[src/rtl/reg_dump.sv]
// Register-file dumper: walks registers 0..LAST_REG, presents each over a
// valid/ready handshake and keeps a running 16-bit checksum of accepted words.
module reg_dump #(
    parameter int unsigned LAST_REG = 7
) (
    input  logic        Clk,
    input  logic        Reset,
    input  logic        Start,
    input  logic        Abort,
    output logic [2:0]  SR_SEL,
    input  logic [15:0] SR_DATA,
    output logic [15:0] OUT_DATA,
    output logic [2:0]  OUT_IDX,
    output logic        OUT_VALID,
    input  logic        OUT_READY,
    output logic        BUSY,
    output logic        DONE,
    output logic [15:0] CHECKSUM
);

    typedef enum logic [1:0] {
        IDLE,
        SEL,
        SEND,
        FIN
    } state_t;

    localparam logic [2:0] LastIdx = 3'(LAST_REG);

    state_t      state_q, state_d;
    logic [2:0]  index_q, index_d;
    logic [15:0] data_q, data_d;
    logic [2:0]  idx_q, idx_d;
    logic [15:0] sum_q, sum_d;

    always_ff @(posedge Clk or negedge Reset) begin
        if (!Reset) begin
            state_q <= IDLE;
            index_q <= '0;
            data_q  <= '0;
            idx_q   <= '0;
            sum_q   <= '0;
        end else begin
            state_q <= state_d;
            index_q <= index_d;
            data_q  <= data_d;
            idx_q   <= idx_d;
            sum_q   <= sum_d;
        end
    end

    // Abort is tested before the handshake so it wins over an acceptance in the same cycle.
    always_comb begin
        state_d = state_q;
        index_d = index_q;
        data_d  = data_q;
        idx_d   = idx_q;
        sum_d   = sum_q;
        case (state_q)
            IDLE: begin
                if (Start && !Abort) begin
                    state_d = SEL;
                    index_d = '0;
                    sum_d   = '0;
                end
            end
            SEL: begin
                if (Abort) begin
                    state_d = IDLE;
                end else begin
                    data_d  = SR_DATA;
                    idx_d   = index_q;
                    state_d = SEND;
                end
            end
            SEND: begin
                if (Abort) begin
                    state_d = IDLE;
                end else if (OUT_READY) begin
                    sum_d = sum_q + data_q;
                    if (index_q == LastIdx) begin
                        state_d = FIN;
                    end else begin
                        index_d = index_q + 3'd1;
                        state_d = SEL;
                    end
                end
            end
            FIN: begin
                state_d = IDLE;
            end
            default: begin
                state_d = IDLE;
            end
        endcase
    end

    // The index only moves on entry to SEL, so it doubles as the held read address.
    assign SR_SEL    = index_q;
    assign OUT_DATA  = data_q;
    assign OUT_IDX   = idx_q;
    assign OUT_VALID = (state_q == SEND);
    assign BUSY      = (state_q != IDLE);
    assign DONE      = (state_q == FIN);
    assign CHECKSUM  = sum_q;

endmodule
[config.mk]
export PLATFORM = sky130hd
export DESIGN_NAME = reg_dump
export DESIGN_NICKNAME = d
export VERILOG_FILES = /design/src/rtl/reg_dump.sv
export SDC_FILE = /design/constraint.sdc
export NUM_CORES = 1
export LEC_CHECK = 0
export ABC_AREA = 1
export BUFFER_PORTS_ARGS = -buffer_cell sky130_fd_sc_hd__buf_2
export CAP_MARGIN = 5
export CORE_ASPECT_RATIO = 0.5
export CORE_UTILIZATION = 40
export CTS_CLUSTER_DIAMETER = 60
export DETAILED_ROUTE_END_ITERATION = 10
export GPL_TIMING_DRIVEN = 0
export PLACE_DENSITY = 0.62
export SETUP_SLACK_MARGIN = 0.3
export SKIP_LAST_GASP = 1
export SYNTH_ARGS = -nofsm -noshare
export SYNTH_HDL_FRONTEND = slang
export SYNTH_SLANG_ARGS = --single-unit
[constraint.sdc]
create_clock -name Clk -period 1.6 [get_ports Clk]
set_input_delay 0.24 -clock Clk [delete_from_list [all_inputs] [get_ports Clk]]
set_output_delay 0.24 -clock Clk [all_outputs]
set_load 0.01 [all_outputs]
==> flow_metrics.tcl, run 1 <==
set metrics [dict create \
    status "complete, but fails checks" \
    violations "setup timing" \
    clock_sinks 40 \
    skew_ps 5.80 \
    fin_cells 534 \
    first_pass_iters 4 \
    grt_pass1_vias 2256 \
    io_pins 62 \
    antenna_found_initial 0 \
    holdWs_ps 77.6 \
    crit_path_max_fanout 4 \
    hold_viol 0 \
    syn-cell-area_um2 2570 \
    ant_nets 0 \
    htreeDepth 2 \
    holdBufCountCts 0 \
    cts_buffers 5 \
    powerDensity_nw_per_um2 1630 \
    final_layout_size_suffix_gt1_share_pct 46.4 \
    rsz0062_at_grt "true" \
    finalMaxSlewViolations 0 \
    fin_crit_sh_pct 103 \
    fp.dieW_um 115 \
    clock_path_buffers 2 \
    cpMostUsedCell "nand2_1" \
    setup_viol 4 \
    path_cells "ha_2 -> inv_2 -> fa_2 -> inv_2 -> nand4_1 -> nand2_2 -> nand2_2 -> nand2_1 -> nand2_1 -> nand3_1 -> nand2_1" \
    cts_tree "yes" \
    synth_xor_area_share_pct 0.682 \
    place_inst 502 \
    worstSetupStartpointType "flop" \
    synth-edff-count 0 \
    fin_ws_ps -46.1 \
    synthMuxAreaShare_pct 0 \
    peakVddDrop_mv 0.773 \
    diodes 0 \
    synth_compound_area_share_pct 6.91 \
    place_ws_ps -137 \
    synth_area_leader_cell "dfrtp_1" \
    grt_pass1_wl_um 10700 \
    dieArea_um2 6770 \
    finalCriticalPeriod_ps 1650 \
    io_buffers 61 \
    yosysMostFrequentCell "nand2_1" \
    grt_max_degree 41 \
    synthAdderAreaFrac_pct 9.06 \
    synth_top_flop_cell "dfrtp_1" \
    end_kind "flop" \
    required_ps 1780 \
    relSlewSlack_pct 38.1 \
    yosysTopAreaCellShare_pct 38.9 \
    ys_seq_elements 40 \
    worst_slew_pin_slew_ps 928 \
    detail_route.wirelength_um 6950 \
    ys_types 30 \
    max_stage_delay_ps 350 \
    num_vias 2510 \
    reg2reg_to "CHECKSUM[14]$_DFFE_PN0P_" \
    r2r_cells 11 \
    p_leak_nw 2.07 \
    hpwl_um 4690 \
    seq_area_frac_synth_pct 38.9 \
    slowest_stage "dfrtp_1" \
    drv_cap 0 \
    critPathArrivalTime_ps 1830 \
    timing.fmax_mhz 608 \
    postSynth.asyncResetShare_pct 100 \
    fin_nets 484 \
    path_clk_slew_ps 60 \
    gp_congestion 0.840 \
    synth_top_family_by_area "simple AND/OR/NAND/NOR gates" \
    avgSynthCellArea_um2 7.28 \
    clk_latency_ps 290 \
    vias_per_cell 4.70 \
    wire_per_inst_um 13.0 \
    hold_path.class "in -> async" \
    core_um2 6130 \
    initial_core_util_pct 41.9 \
    syn-instance-count 353 \
    die_y_um 58.7 \
    r2r-start "CHECKSUM[0]$_DFFE_PN0P_" \
    yosys.area_share.simple_pct 35.2 \
    grt_usage_pct 21.0 \
    rrSetupSlack_ps -50 \
    syn-num-nets 392 \
    crit_family "adder cells" \
    rows 20 \
    synth_area_leaders "dfrtp_1 39%, nand2_1 23%, ha_1 8.3%" \
    critical_path_class "reg -> reg" \
    root_buffer "clkbuf_16" \
    synth_common_cells "157 x nand2_1, 47 x inv_1, 40 x dfrtp_1" \
    route.detailed.drc 0 \
    path_buf_inv 2 \
    drt_iter0_drc 72 \
    areaGrowthSynthToFinish_pct 48.7 \
    ys_warn_count 0 \
    grt.overflow.total 0 \
]
## stage by stage
step                total power, mW  setup TNS [ps]  area (um^2)  util [%]
floorplan                      3.50               0         2780         -
global placement               4.23            -371         3200      52.2
detailed placement             4.29            -456         3200      52.2
CTS                            5.81            -135         3570      58.2
global route                   6.69            -817         3820      62.3
finish                         6.23            -107         3820      62.3
## registers in the layout (all words and copies together) (netlist names)
name      flops
SR_SEL        3
OUT_DATA     16
state_q       2
CHECKSUM     16
OUT_IDX       3
## final cells by class
class,count,area [um^2]
Multi-Input combinational cell,257,1710
Inverter,51,204
Clock buffer,5,125
Sequential cell,40,1020
Tap cell,88,110
Timing Repair Buffer,85,538
Fill cell,552,2310
Clock inverter,3,42.5
Buffer,5,68.8
## cell families after synthesis
family,count (synthesis)
xor gates and xnor gates,2
AOI/OAI and AO/OA,28
and+or+nand+nor,209
adders and majority gates,18
buffers and inverters,56
DFF,40
## report_power, final
part / switching [mW] / internal (mW) / total, mW
clock: 0.425 / 0.733 / 1.16
combinational: 1.75 / 1.59 / 3.34
sequential: 0.387 / 1.34 / 1.73
## cells in the final DEF, fill, tap and decap left out, drive strengths merged, types with 3 or more instances in the layout
cell type	count
a21oi	13
nand2	160
nor3	4
buf	88
nor2	13
inv	50
ha	17
o21ai	13
dfrtp	40
nand3	24
clkbuf	7
nand4	3
## what timing repair did
| action | CTS | global route |
|---|---|---|
| setup buffers | 17 | 4 |
| endpoints found under the setup margin | 40 | 40 |
| gates cloned | 0 | 3 |
| resized for setup | 25 | 52 |
| pin swaps | 15 | 10 |
## routing by layer
metal	up-vias	track usage [%]	wire [um]
met2	39	33.1	3120
met1	1179	29.3	3540
li1	1285	-	-
met5	-	0	0
met4	0	5.57	74
met3	7	4.94	227
## how the worst max path moves through the flow
stage / start / endpoint / slack, ps / cells after the start
6_report: CHECKSUM[0]$_DFFE_PN0P_ / CHECKSUM[14]$_DFFE_PN0P_ / -50 / 11
5_1_grt: OUT_DATA[0]$_DFFE_PN0P_ / CHECKSUM[10]$_DFFE_PN0P_ / -170 / 11
4_1_cts: OUT_DATA[0]$_DFFE_PN0P_ / CHECKSUM[10]$_DFFE_PN0P_ / -50 / 11
3_5_place_dp: OUT_DATA[0]$_DFFE_PN0P_ / CHECKSUM[10]$_DFFE_PN0P_ / -140 / 11
3_3_place_gp: CHECKSUM[0]$_DFFE_PN0P_ / CHECKSUM[14]$_DFFE_PN0P_ / -120 / 11
2_1_floorplan: OUT_DATA[0]$_DFFE_PN0P_ / CHECKSUM[12]$_DFFE_PN0P_ / 20 / 11
No activity file was read; power rests on OpenSTA's default activity.
==> run 2: changes to the inputs <==
--- a/config.mk
+++ b/config.mk
@@ -6,7 +6,7 @@
 export NUM_CORES = 1
 export LEC_CHECK = 0
 export ABC_AREA = 1
-export BUFFER_PORTS_ARGS = -buffer_cell sky130_fd_sc_hd__buf_2
+export BUFFER_PORTS_ARGS = -buffer_cell sky130_fd_sc_hd__buf_4
 export CAP_MARGIN = 5
 export CORE_ASPECT_RATIO = 0.5
 export CORE_UTILIZATION = 40
@@ -16,6 +16,8 @@
 export PLACE_DENSITY = 0.62
 export SETUP_SLACK_MARGIN = 0.3
 export SKIP_LAST_GASP = 1
+export SLEW_MARGIN = 20
 export SYNTH_ARGS = -nofsm -noshare
 export SYNTH_HDL_FRONTEND = slang
 export SYNTH_SLANG_ARGS = --single-unit
+export TNS_END_PERCENT = 50
==> run 2 against run 1 <==
  * Sequential share of layout area shrank 2.0 points
  * Core utilization up 5.1 points
  * Cell count grew 4.1%
  * Critical endpoint is now CHECKSUM[6]$_DFFE_PN0P_
  * Wire length is 4.3% higher
  * The flow still finishes with violations (setup timing)
  * Register-to-register slack worse by 80 ps
  * Sequential cell count did not move
==> flow_metrics.tcl, run 2 (synthesis gave the netlist of run 1 again) <==
set metrics [dict create \
    grt_pass1_vias 2283 \
    peakVddDrop_mv 0.748 \
    critical_path_class "reg -> reg" \
    fin_crit_sh_pct 108 \
    grt_usage_pct 20.9 \
    rows 20 \
    end_kind "flop" \
    io_buffers 61 \
    die_y_um 58.7 \
    setup_viol 6 \
    worstSetupStartpointType "flop" \
    drv_cap 0 \
    antenna_found_initial 0 \
    p_leak_nw 2.25 \
    place_ws_ps -144 \
    grt.overflow.total 0 \
    violations "setup timing" \
    fin_ws_ps -127 \
    hold_path.class "in -> reg" \
    drt_iter0_drc 138 \
    critPathArrivalTime_ps 1890 \
    fp.dieW_um 115 \
    wire_per_inst_um 13.0 \
    ant_nets 0 \
    clock_sinks 40 \
    clock_path_buffers 2 \
    path_clk_slew_ps 60 \
    layout_commonest_cell "nand2_1" \
    rsz0062_at_grt "true" \
    diodes 0 \
    mostFrequentLayoutCells "133 x nand2_1, 100 x buf_4, 41 x inv_1, 24 x dfrtp_1, 18 x nand2_2" \
    fin_nets 506 \
    timing.fmax_mhz 579 \
    io_pins 62 \
    first_pass_iters 4 \
    cts_tree "yes" \
    multiInputGateArea_um2 1710 \
    final_layout_size_suffix_gt1_share_pct 46.6 \
    vias_per_cell 4.68 \
    nFillCells 527 \
    grt_pass1_wl_um 10800 \
    num_vias 2601 \
    clk_latency_ps 280 \
    finalMaxSlewViolations 0 \
    dieArea_um2 6770 \
    htreeDepth 2 \
    initial_core_util_pct 41.9 \
    relSlewSlack_pct 65.0 \
    core_um2 6130 \
    finalCriticalPeriod_ps 1730 \
    hold_viol 0 \
    worst_slew_pin_slew_ps 525 \
    fin_cells 556 \
    regArea_um2 1020 \
    cts_buffers 5 \
    crit_path_max_fanout 4 \
    grt_max_degree 41 \
    status "complete, but fails checks" \
    root_buffer "clkbuf_16" \
    areaGrowthSynthToFinish_pct 61.0 \
    skew_ps 8.74 \
    power_mw 6.76 \
    detail_route.wirelength_um 7260 \
    hpwl_um 4760 \
    powerDensity_nw_per_um2 1630 \
    route.detailed.drc 0 \
    place_inst 502 \
    required_ps 1760 \
    gp_congestion 0.862 \
]
run 2: where the power goes:
| group | switching (mW) | internal, mW | total (mW) |
|---|---|---|---|
| clock | 0.396 | 0.895 | 1.29 |
| sequential | 0.358 | 1.34 | 1.70 |
| combinational | 1.86 | 1.91 | 3.77 |
run 2: layer usage:
layer  wire [um]  global-route usage, %  up-vias  share of wire, %
met5           0                      0        -                 0
met2        3320                   34.1       71                46
met4          42                   3.71        0              0.58
li1            -                      -     1330                 -
met3         413                   3.71        6               5.7
met1        3480                   29.7     1194                48
run 2: timing repair:
action	CTS	global route
pin swaps	22	26
hold buffers	1	0
gates resized for setup	26	49
buffers inserted	31	13
hold endpoints to repair	40	0
setup endpoints to repair	40	39
gates cloned	0	1
run 2: layout make-up:
type                    count  share of cell area (%)
clock buffers               6                    3.12
flip-flops and latches     40                    24.7
repair buffers            107                    20.4
inverters                  51                    4.93
plain buffers               5                    1.39
well taps                  88                    2.66
clock inverters             2                    1.45
multi-input cells         257                    41.4
run 2: final timing paths:
kind / startpoint / to / slack, ps / depth (start not counted)
setup / recovery: OUT_DATA[0]$_DFFE_PN0P_ / CHECKSUM[6]$_DFFE_PN0P_ / -130 / 10
hold / removal: SR_DATA[0] / OUT_DATA[0]$_DFFE_PN0P_ / 150 / 3
setup reg to reg: OUT_DATA[0]$_DFFE_PN0P_ / CHECKSUM[6]$_DFFE_PN0P_ / -130 / 10
hold reg to reg: OUT_IDX[0]$_DFFE_PN0P_ / OUT_IDX[0]$_DFFE_PN0P_ / 500 / 2
max in group asynchronous: Reset / CHECKSUM[5]$_DFFE_PN0P_ / 720 / 2
min in group asynchronous: Reset / CHECKSUM[14]$_DFFE_PN0P_ / 490 / 2
run 2: worst max-delay path: stages, from the launching register on:
cell and delay [ps]:
dfrtp_1 360, ha_2 190, inv_2 40, fa_2 360, inv_2 70, nand4_1 100, nand2_2 180, buf_4 140
a21oi_2 40, o21ai_0 70, nand2_1 60
run 2: stage by stage:
| stage | setup TNS, ps | hold WS (ps) | utilization [%] | area, um^2 |
|---|---|---|---|---|
| after global placement | -399 | 252 | 54.5 | 3340 |
| after global routing | -1330 | 165 | 67.5 | 4140 |
| after detailed placement | -491 | 266 | 54.5 | 3340 |
| after floorplan | 0 | -55.6 | - | 2770 |
| after CTS | -340 | 157 | 62.8 | 3850 |
| final | -450 | 154 | 67.5 | 4140 |
